File: src/rtl/input_logic_if.sv
// Word handshake from the sender plus the push side of the destination FIFOs.
interface input_logic_if #(
  parameter int DATA_W    = 8,
  parameter int NUM_PORTS = 3
);
  logic                 data_in_req;
  logic [DATA_W-1:0]    data_in;
  logic                 data_in_ack;
  logic [NUM_PORTS-1:0] fifo_full;
  logic [NUM_PORTS-1:0] fifo_push;
  logic [DATA_W-1:0]    fifo_data;

  modport slave (
    input  data_in_req, data_in, fifo_full,
    output data_in_ack, fifo_push, fifo_data
  );

  modport master (
    output data_in_req, data_in, fifo_full,
    input  data_in_ack, fifo_push, fifo_data
  );
endinterface

File: src/rtl/input_logic.sv
// Router input stage: decodes packet headers, steers words into the destination
// FIFO, drops packets for absent ports and keeps saturating status counters.
module input_logic #(
  parameter int DATA_W    = 8,
  parameter int NUM_PORTS = 3,
  parameter int DEST_W    = 2,
  parameter int CNT_W     = 8
) (
  input  logic             clk,
  input  logic             rst,
  input_logic_if.slave     bus,
  output logic             drop_pulse,
  output logic [CNT_W-1:0] pkt_cnt,
  output logic [CNT_W-1:0] drop_cnt
);
  localparam int LEN_W = DATA_W - DEST_W;
  localparam int SLOTS = 2 ** DEST_W;

  typedef enum logic [1:0] {
    S_HDR     = 2'd0,
    S_PAYLOAD = 2'd1,
    S_DROP    = 2'd2
  } state_t;

  state_t            state_q;
  logic [LEN_W-1:0]  rem_q;
  logic [DEST_W-1:0] dest_q;
  logic [CNT_W-1:0]  pkt_cnt_q;
  logic [CNT_W-1:0]  drop_cnt_q;
  logic              drop_pulse_q;

  logic [DEST_W-1:0] hdr_dest;
  logic [LEN_W-1:0]  hdr_len;
  logic              hdr_valid;
  logic [SLOTS-1:0]  full_pad;
  logic              ack;
  logic              push_en;
  logic [DEST_W-1:0] push_dest;
  logic              xfer;

  assign hdr_dest  = bus.data_in[DEST_W-1:0];
  assign hdr_len   = bus.data_in[DATA_W-1:DEST_W];
  assign hdr_valid = (32'(hdr_dest) < NUM_PORTS);

  // Unused destination codes read as "not full" so indexing never leaves the vector.
  genvar gi;
  generate
    for (gi = 0; gi < SLOTS; gi++) begin : g_full
      if (gi < NUM_PORTS) begin : g_real
        assign full_pad[gi] = bus.fifo_full[gi];
      end else begin : g_none
        assign full_pad[gi] = 1'b0;
      end
    end
  endgenerate

  always_comb begin
    ack       = 1'b0;
    push_en   = 1'b0;
    push_dest = dest_q;
    case (state_q)
      S_HDR: begin
        ack       = hdr_valid ? !full_pad[hdr_dest] : 1'b1;
        push_en   = hdr_valid;
        push_dest = hdr_dest;
      end
      S_PAYLOAD: begin
        ack     = !full_pad[dest_q];
        push_en = 1'b1;
      end
      S_DROP: ack = 1'b1;
      default: ack = 1'b0;
    endcase
    if (rst) begin
      ack     = 1'b0;
      push_en = 1'b0;
    end
  end

  assign xfer            = bus.data_in_req && ack;
  assign bus.data_in_ack = ack;
  assign bus.fifo_data   = bus.data_in;

  generate
    for (gi = 0; gi < NUM_PORTS; gi++) begin : g_push
      assign bus.fifo_push[gi] = xfer && push_en && (push_dest == DEST_W'(gi));
    end
  endgenerate

  always_ff @(posedge clk) begin
    if (rst) begin
      state_q      <= S_HDR;
      rem_q        <= '0;
      dest_q       <= '0;
      pkt_cnt_q    <= '0;
      drop_cnt_q   <= '0;
      drop_pulse_q <= 1'b0;
    end else begin
      drop_pulse_q <= 1'b0;
      if (xfer) begin
        case (state_q)
          S_HDR: begin
            if (hdr_valid) begin
              dest_q <= hdr_dest;
              if (hdr_len == '0) begin
                if (pkt_cnt_q != '1) pkt_cnt_q <= pkt_cnt_q + CNT_W'(1);
              end else begin
                rem_q   <= hdr_len;
                state_q <= S_PAYLOAD;
              end
            end else begin
              drop_pulse_q <= 1'b1;
              if (drop_cnt_q != '1) drop_cnt_q <= drop_cnt_q + CNT_W'(1);
              if (hdr_len != '0) begin
                rem_q   <= hdr_len;
                state_q <= S_DROP;
              end
            end
          end
          S_PAYLOAD: begin
            rem_q <= rem_q - LEN_W'(1);
            if (rem_q == LEN_W'(1)) begin
              if (pkt_cnt_q != '1) pkt_cnt_q <= pkt_cnt_q + CNT_W'(1);
              state_q <= S_HDR;
            end
          end
          S_DROP: begin
            rem_q <= rem_q - LEN_W'(1);
            if (rem_q == LEN_W'(1)) state_q <= S_HDR;
          end
          default: state_q <= S_HDR;
        endcase
      end
    end
  end

  assign drop_pulse = drop_pulse_q;
  assign pkt_cnt    = pkt_cnt_q;
  assign drop_cnt   = drop_cnt_q;
endmodule
File: src/flat_wrapper.sv
// flat-port wrapper written by rule: the top's interface ports become plain ports
module input_logic_flat 
#(
  parameter int DATA_W    = 8,
  parameter int NUM_PORTS = 3,
  parameter int DEST_W    = 2,
  parameter int CNT_W     = 8
)
  (clk, rst, drop_pulse, pkt_cnt, drop_cnt, bus_data_in_req, bus_data_in, bus_fifo_full, bus_data_in_ack, bus_fifo_push, bus_fifo_data);
  input_logic_if #(.DATA_W(DATA_W), .NUM_PORTS(NUM_PORTS)) bus_i ();
  input  logic clk;
  input  logic rst;
  output logic drop_pulse;
  output logic [CNT_W-1:0] pkt_cnt;
  output logic [CNT_W-1:0] drop_cnt;
  input wire logic [$bits(bus_i.data_in_req)-1:0] bus_data_in_req;
  input wire logic [$bits(bus_i.data_in)-1:0] bus_data_in;
  input wire logic [$bits(bus_i.fifo_full)-1:0] bus_fifo_full;
  output wire logic [$bits(bus_i.data_in_ack)-1:0] bus_data_in_ack;
  output wire logic [$bits(bus_i.fifo_push)-1:0] bus_fifo_push;
  output wire logic [$bits(bus_i.fifo_data)-1:0] bus_fifo_data;
  assign bus_i.data_in_req = bus_data_in_req;
  assign bus_i.data_in = bus_data_in;
  assign bus_i.fifo_full = bus_fifo_full;
  assign bus_data_in_ack = bus_i.data_in_ack;
  assign bus_fifo_push = bus_i.fifo_push;
  assign bus_fifo_data = bus_i.fifo_data;
  input_logic #(.DATA_W(DATA_W), .NUM_PORTS(NUM_PORTS), .DEST_W(DEST_W), .CNT_W(CNT_W)) u_core (.clk(clk), .rst(rst), .bus(bus_i), .drop_pulse(drop_pulse), .pkt_cnt(pkt_cnt), .drop_cnt(drop_cnt));
endmodule
File: config.mk
export PLATFORM = sky130hd
export DESIGN_NAME = input_logic_flat
export DESIGN_NICKNAME = d
export VERILOG_FILES = /design/src/rtl/input_logic_if.sv /design/src/rtl/input_logic.sv /design/src/flat_wrapper.sv
export SDC_FILE = /design/constraint.sdc
export NUM_CORES = 1
export LEC_CHECK = 0
export CORE_ASPECT_RATIO = 0.75
export CORE_UTILIZATION = 48
export CTS_BUF_LIST = sky130_fd_sc_hd__clkbuf_8
export CTS_CLUSTER_SIZE = 40
export DETAILED_ROUTE_END_ITERATION = 12
export HOLD_SLACK_MARGIN = 0.03
export PLACE_DENSITY_LB_ADDON = 0.08
export RECOVER_POWER = 50
export SLEW_MARGIN = 20
export SYNTH_ARGS = -nofsm -noshare
export SYNTH_HDL_FRONTEND = slang
export SYNTH_SLANG_ARGS = --single-unit
File: constraint.sdc
create_clock -name clk -period 2.7 [get_ports clk]
set_input_delay 0.54 -clock clk [delete_from_list [all_inputs] [get_ports clk]]
set_output_delay 0.54 -clock clk [all_outputs]
set_load 0.02 [all_outputs]
Word level (Yosys, flattened, before mapping)

Cells that the tools add are included.

$add $sub $neg: 3
Eq/ne operators: 13
Multiplexer cells: 25
Reductions and logical operators: 20
Order comparisons: 3
Bitwise logic cells: 3

Operators by type and width:

| operator              | number |
|---|---|
| $mux W8               | 4 |
| $mux W6               | 3 |
| $add A8 B1 Y8 const B | 2 |
| $ne A8 B8 Y1 const B  | 2 |
| $pmux W8 S2           | 1 |
| $pmux W6 S2           | 1 |
| $reduce_and A4 Y1     | 3 |
| $mux W2               | 5 |
| $ne A2 B1 Y1 const B  | 4 |
| $eq A6 B1 Y1 const B  | 1 |
| $logic_not A6 Y1      | 1 |
| $lt A2 B3 Y1 const B  | 2 |
| $mux W1               | 6 |
| $reduce_bool A6 Y1    | 1 |
| $sub A6 B1 Y6 const B | 1 |
| $logic_and A1 B1 Y1   | 5 |
| $reduce_and A5 Y1     | 1 |
| $bmux W1 S2           | 2 |
| $eq A2 B1 Y1 const B  | 2 |
| $eq A2 B2 Y1 const B  | 2 |
| $logic_not A2 Y1      | 2 |
| $pmux W2 S2           | 1 |
| $reduce_bool A2 Y1    | 2 |
| $ne A3 B1 Y1 const B  | 1 |
| 9 further kinds       | 12 |

Output and inout port bits: 29
Input bits: 14
Register bits: 27
Word-level logic and storage cells: 73

Logic depth before layout (Yosys ltp)

Depth in word-level cells: 9
Depth in mapped cells: 8
Mapped depth without buffers: 7

Least setup slack after synthesis

OpenSTA, ideal clock, no wires.

Path kind: input to output
Start: in bus_data_in[0]
End: out bus_fifo_push[0]
Data required time: 2.160 ns
Cell stages on the path: 6
Buffers on the path: 2
Path slack: 0.293 ns
Data arrival time: 1.867 ns
Cell sequence: buf_6 > mux2i_1 > a221o_2 > o21ai_4 > buf_6 > nor3b_1

Longest elaborated chain between the ends: 9
Elaborated cells on any way between the ends: 14
Classes of those cells: 1 x order compare; 8 x mux; 5 x reduce/logical

Ends and longest elaborated chain:

| item                          | line               | source |
|---|---|---|
| from (decl)                   | flat_wrapper.sv:17 | `input wire logic [$bits(bus_i.data_in)-1:0] bus_data_in;` |
| $bmux W1 S2                   | input_logic.sv:63  | `ack = hdr_valid ? !full_pad[hdr_dest] : 1'b1;` |
| $mux W1 (implied by the code) | input_logic.sv:63  |  |
| $logic_not A1 Y1              | input_logic.sv:63  |  |
| $mux W1                       | input_logic.sv:63  |  |
| $pmux W1 S3                   | input_logic.sv:61  | `case (state_q)` |
| $mux W1                       | input_logic.sv:74  | `if (rst) begin` |
| $logic_and A1 B1 Y1           | input_logic.sv:80  | `assign xfer = bus.data_in_req && ack;` |
| $logic_and A1 B1 Y1           | input_logic.sv:86  | `assign bus.fifo_push[gi] = xfer && push_en && (push_dest == DEST_W'(gi));` |
| $logic_and A1 B1 Y1 *         | input_logic.sv:86  |  |
| to (decl)                     | flat_wrapper.sv:20 | `output wire logic [$bits(bus_i.fifo_push)-1:0] bus_fifo_push;` |

Mark *: on every way between the ends. The rest lies on a longest branch, timed or not. The select of a mux whose other input is x is not followed.

Worst setup path after layout

Start: in bus_data_in[1]
End: out bus_data_in_ack

Longest elaborated chain between the ends: 6
Elaborated cells on any way between the ends: 7
Classes of those cells: 1 x order compare; 5 x mux; 1 x reduce/logical

Ends and longest elaborated chain:

| item                          | line               | source |
|---|---|---|
| $bmux W1 S2                   | input_logic.sv:63  |  |
| $mux W1 (implied by the code) | input_logic.sv:63  |  |
| $logic_not A1 Y1              | input_logic.sv:63  |  |
| $mux W1 *                     | input_logic.sv:63  |  |
| $pmux W1 S3 *                 | input_logic.sv:61  |  |
| $mux W1 *                     | input_logic.sv:74  |  |
| to (decl)                     | flat_wrapper.sv:19 | `output wire logic [$bits(bus_i.data_in_ack)-1:0] bus_data_in_ack;` |

Marked as above.

==> impl_metrics.ini <==
[run_status]
result_of_the_run = finished clean

[die]
die_w_um = 72.77
core.rowCount = 18
die_h_um = 55.08
ios = 43
design.core.area_mm2 = 0.003446
die_area_mm2 = 0.004008
initial_core_util_pct = 52.32

[grt]
via_count_of_the_first_global_routing_pass = 1541
grtUsageTotal_pct = 23.45
grt_max_degree = 25
antenna_found_initial = 0
globalRoute.totalOverflow = 0
global_route_wire_length_before_repair_um = 7113

[routing]
detail_route.vias_per_cell = 5.313
detailroute.via_count = 1695
wl_per_cell_um = 13.12
remaining_drc_errors = 0
route.antenna.remaining_nets = 0
drt_first_iter_violations = 86
routed_wl_um = 4184
drt_pass1_iterations = 4

[power_and_ir_drop]
power_leakage_nw = 0.9918
cell_internal_pwr_w = 0.0006890
worst_ir_drop_vdd_v = 0.0004002
power_density_mw_per_mm2 = 433.6
netSwitchingPower_w = 0.0003465
power.combinational.fraction_pct = 34.9
switching_share_pct = 33.46
fin_total_pwr_w = 0.001036
clkPwrFrac_pct = 23.1
seqPwrFrac_pct = 41.9

[timing]
hold_viol = 0
final_min_period_over_clock_period_pct = 96.37
fmaxAchievable_ghz = 0.3843
tightest_slew_ps = 586.3
slew-limit-headroom_pct = 59.90
final.setup.tns_ps = 0
number_of_pins_exceeding_their_max_slew_limit_in_the_final_report = 0
final-setup-viol-count = 0
final_critical_path_time_including_i_o_delays_and_setup_ps = 2602
final.setup_skew_ps = 8.327
unrepaired_setup_endpoints_after_global_routing = no

[setup_path]
crit_path_max_fanout = 4
crit-reg2reg-capture = u_core.rem_q[4]
worst_setup_path_startpoint = bus_data_in[1]
r2r-start = u_core.state_q[1]
cp.arrival_ps = 2060
crit_path_end = bus_data_in_ack
critical_path.endpoint_type = primary output
worstPathRequired_ps = 2160
reg2reg_depth = 8
ff2ff_setup_slack_ps = 500
criticalPathCategory = in2out
crit_path_start_kind = input pin

[placement]
hpwlAfterDp_um = 3262
buffer_ports.inserted = 42
globalplace.congestion = 0.8777
place_area_mm2 = 0.002357
placed_cells = 315

[synthesis]
synth.cells.most_frequent = dfxtp_1 (27), nor2_1 (25), nand2_1 (18)
synth_enable_flop_cells = 0
synthDistinctLibCells = 54
yosys.area.top_type = dfxtp_1
netlist_area_mm2 = 0.001803
post_synth_main_area_contributors = dfxtp_1 (30%), ha_1 (5.6%), nor2_1 (5.2%)
synth_nets = 236
yosysSeqAreaShare_pct = 29.98
postSynthRegisterBits = 27
post-synth-top-area-fraction_pct = 29.98
mean_syn_cell_area_um2 = 8.425
post_synth_inst_count = 214
share_of_flip_flops_with_an_asynchronous_set_or_reset_after_synthesis_pct = 0
synth.yosys.warnings = 0
synth_top_flop_cell = dfxtp_1
synth_most_common_cell = dfxtp_1

[clocking]
cts.path.max_buffers = 2
clock_root_buffer = clkbuf_8
htree_num_levels = 1
cts.sink_count = 27
cts_tree = built
clk_lat_worst_skew_ps = 280
cts_inserted_buffers = 3
clk_pin_slew_worst_setup_hold_paths_ps = 90
postCtsSetupRepairBufs = 0

[min_path]
hold_path_startpoint = u_core.rem_q[5]
timing.hold.worst.class = reg2reg

[final_layout]
final_layout_size_suffix_gt1_share_pct = 17.10
area_delta_synth_final_pct = 32.48
multi_input_area_mm2 = 0.001132
antenna_cells_inserted = 0
final-instance-count-excl-fill = 319
fillers = 297
storage_element_area_um2 = 540.5
post-route-util_pct = 69.32
design.final.nets = 292
layout.cell_area.non_filler_mm2 = 0.002389

[job]
max_cap_viol_count = 0
-- kinds of logic (layout without fill, tap and decap cells) --
kind of cell | count (synthesis) | after routing | synth area share [%]
buffers and inverters | 23 | 78 | 7.494
adders and majority gates | 8 | 8 | 5.552
and+or+nand+nor | 91 | 91 | 26.86
muxes | 13 | 13 | 7.703
DFF | 27 | 27 | 29.98
xor gates and xnor gates | 4 | 4 | 1.943
AOI/OAI and AO/OA | 48 | 48 | 20.47
-- layer usage --
metal / share of wire (%) / vias up / GRT usage (%)
li1: - / 885 / -
met1: 52 / 766 / 33.89
met2: 43 / 42 / 36.92
met3: 4.3 / 2 / 4.348
met4: 0.19 / 0 / 4.248
met5: 0 / - / 0
-- critical path: stages --
cell and delay (ps):
clkdlybuf4s50_1 460, and2_2 200, buf_4 140, a221oi_4 280
a21boi_0 130, clkdlybuf4s15_1 300
-- cells in the final DEF (no fill, tap or decap), types with 2 or more instances in the layout --
cell type and instances:
a211oi_1 3, a21oi_1 14, and3_1 6, buf_4 21, clkbuf_1 2, clkbuf_2 3, clkbuf_8 3, clkdlybuf4s50_1 20
dfxtp_1 27, dlygate4sd3_1 18, ha_1 8, inv_1 9, mux2_2 3, mux2i_1 9, nand2_1 18, nand3_1 8
nand3b_1 2, nand4_1 3, nor2_1 25, nor2b_1 5, nor3_1 4, nor4_1 5, o211a_1 2, o211ai_1 3
o21ai_0 5, o31ai_1 4, o32ai_1 3, or3_1 4, or4_1 2, xnor2_1 3
-- sequential cells by signal (all words and copies together), names as in the netlist --
| name | flops |
|---|---|
| u_core.dest_q | 2 |
| u_core.state_q | 2 |
| u_core.rem_q | 6 |
| u_core.pkt_cnt | 8 |
| u_core.drop_cnt | 8 |
| u_core.drop_pulse | 1 |
-- per-stage QoR --
stage          worst slack, ps  hold slack [ps]
6_report                 98.02            499.1
5_1_grt                  7.183            530.0
4_1_cts                  3.845            496.6
3_5_place_dp            -261.1            483.5
3_3_place_gp            -252.3            479.4
2_1_floorplan            293.5            461.1
-- worst min path at each step --
stage / endpoint / depth (start not counted)
6_report: u_core.rem_q[5] / 2
5_1_grt: u_core.drop_cnt[2] / 2
4_1_cts: u_core.rem_q[4] / 2
3_5_place_dp: u_core.rem_q[4] / 2
3_3_place_gp: u_core.rem_q[4] / 2
2_1_floorplan: u_core.rem_q[5] / 2
-- power by group through the flow --
stage | registers, W | clock network [W] | logic (W)
finish | 0.000434 | 0.000240 | 0.000362
global route | 0.000438 | 0.000261 | 0.000395
global placement | 0.000443 | 0 | 0.000355
CTS | 0.000434 | 0.000242 | 0.000358
detailed placement | 0.000443 | 0 | 0.000359
floorplan | 0.000442 | 0 | 0.000230
-- area by class of cell --
| class | count | share of cell area (%) |
|---|---|---|
| clock inverter | 1 | 0.3143 |
| clock buffer | 3 | 1.729 |
| sequential | 27 | 22.63 |
| timing repair buffer | 65 | 23.89 |
| multi-input combinational | 164 | 47.41 |
| tap | 50 | 2.619 |
| inverter | 9 | 1.414 |
-- timing repair --
item | CTS | global route
endpoints found under the setup margin | 4 | 4
resized for setup | 7 | 7
hold buffers | 0 | 0
gates cloned | 0 | 0
Note: power is estimated with default switching activity, not from simulation.
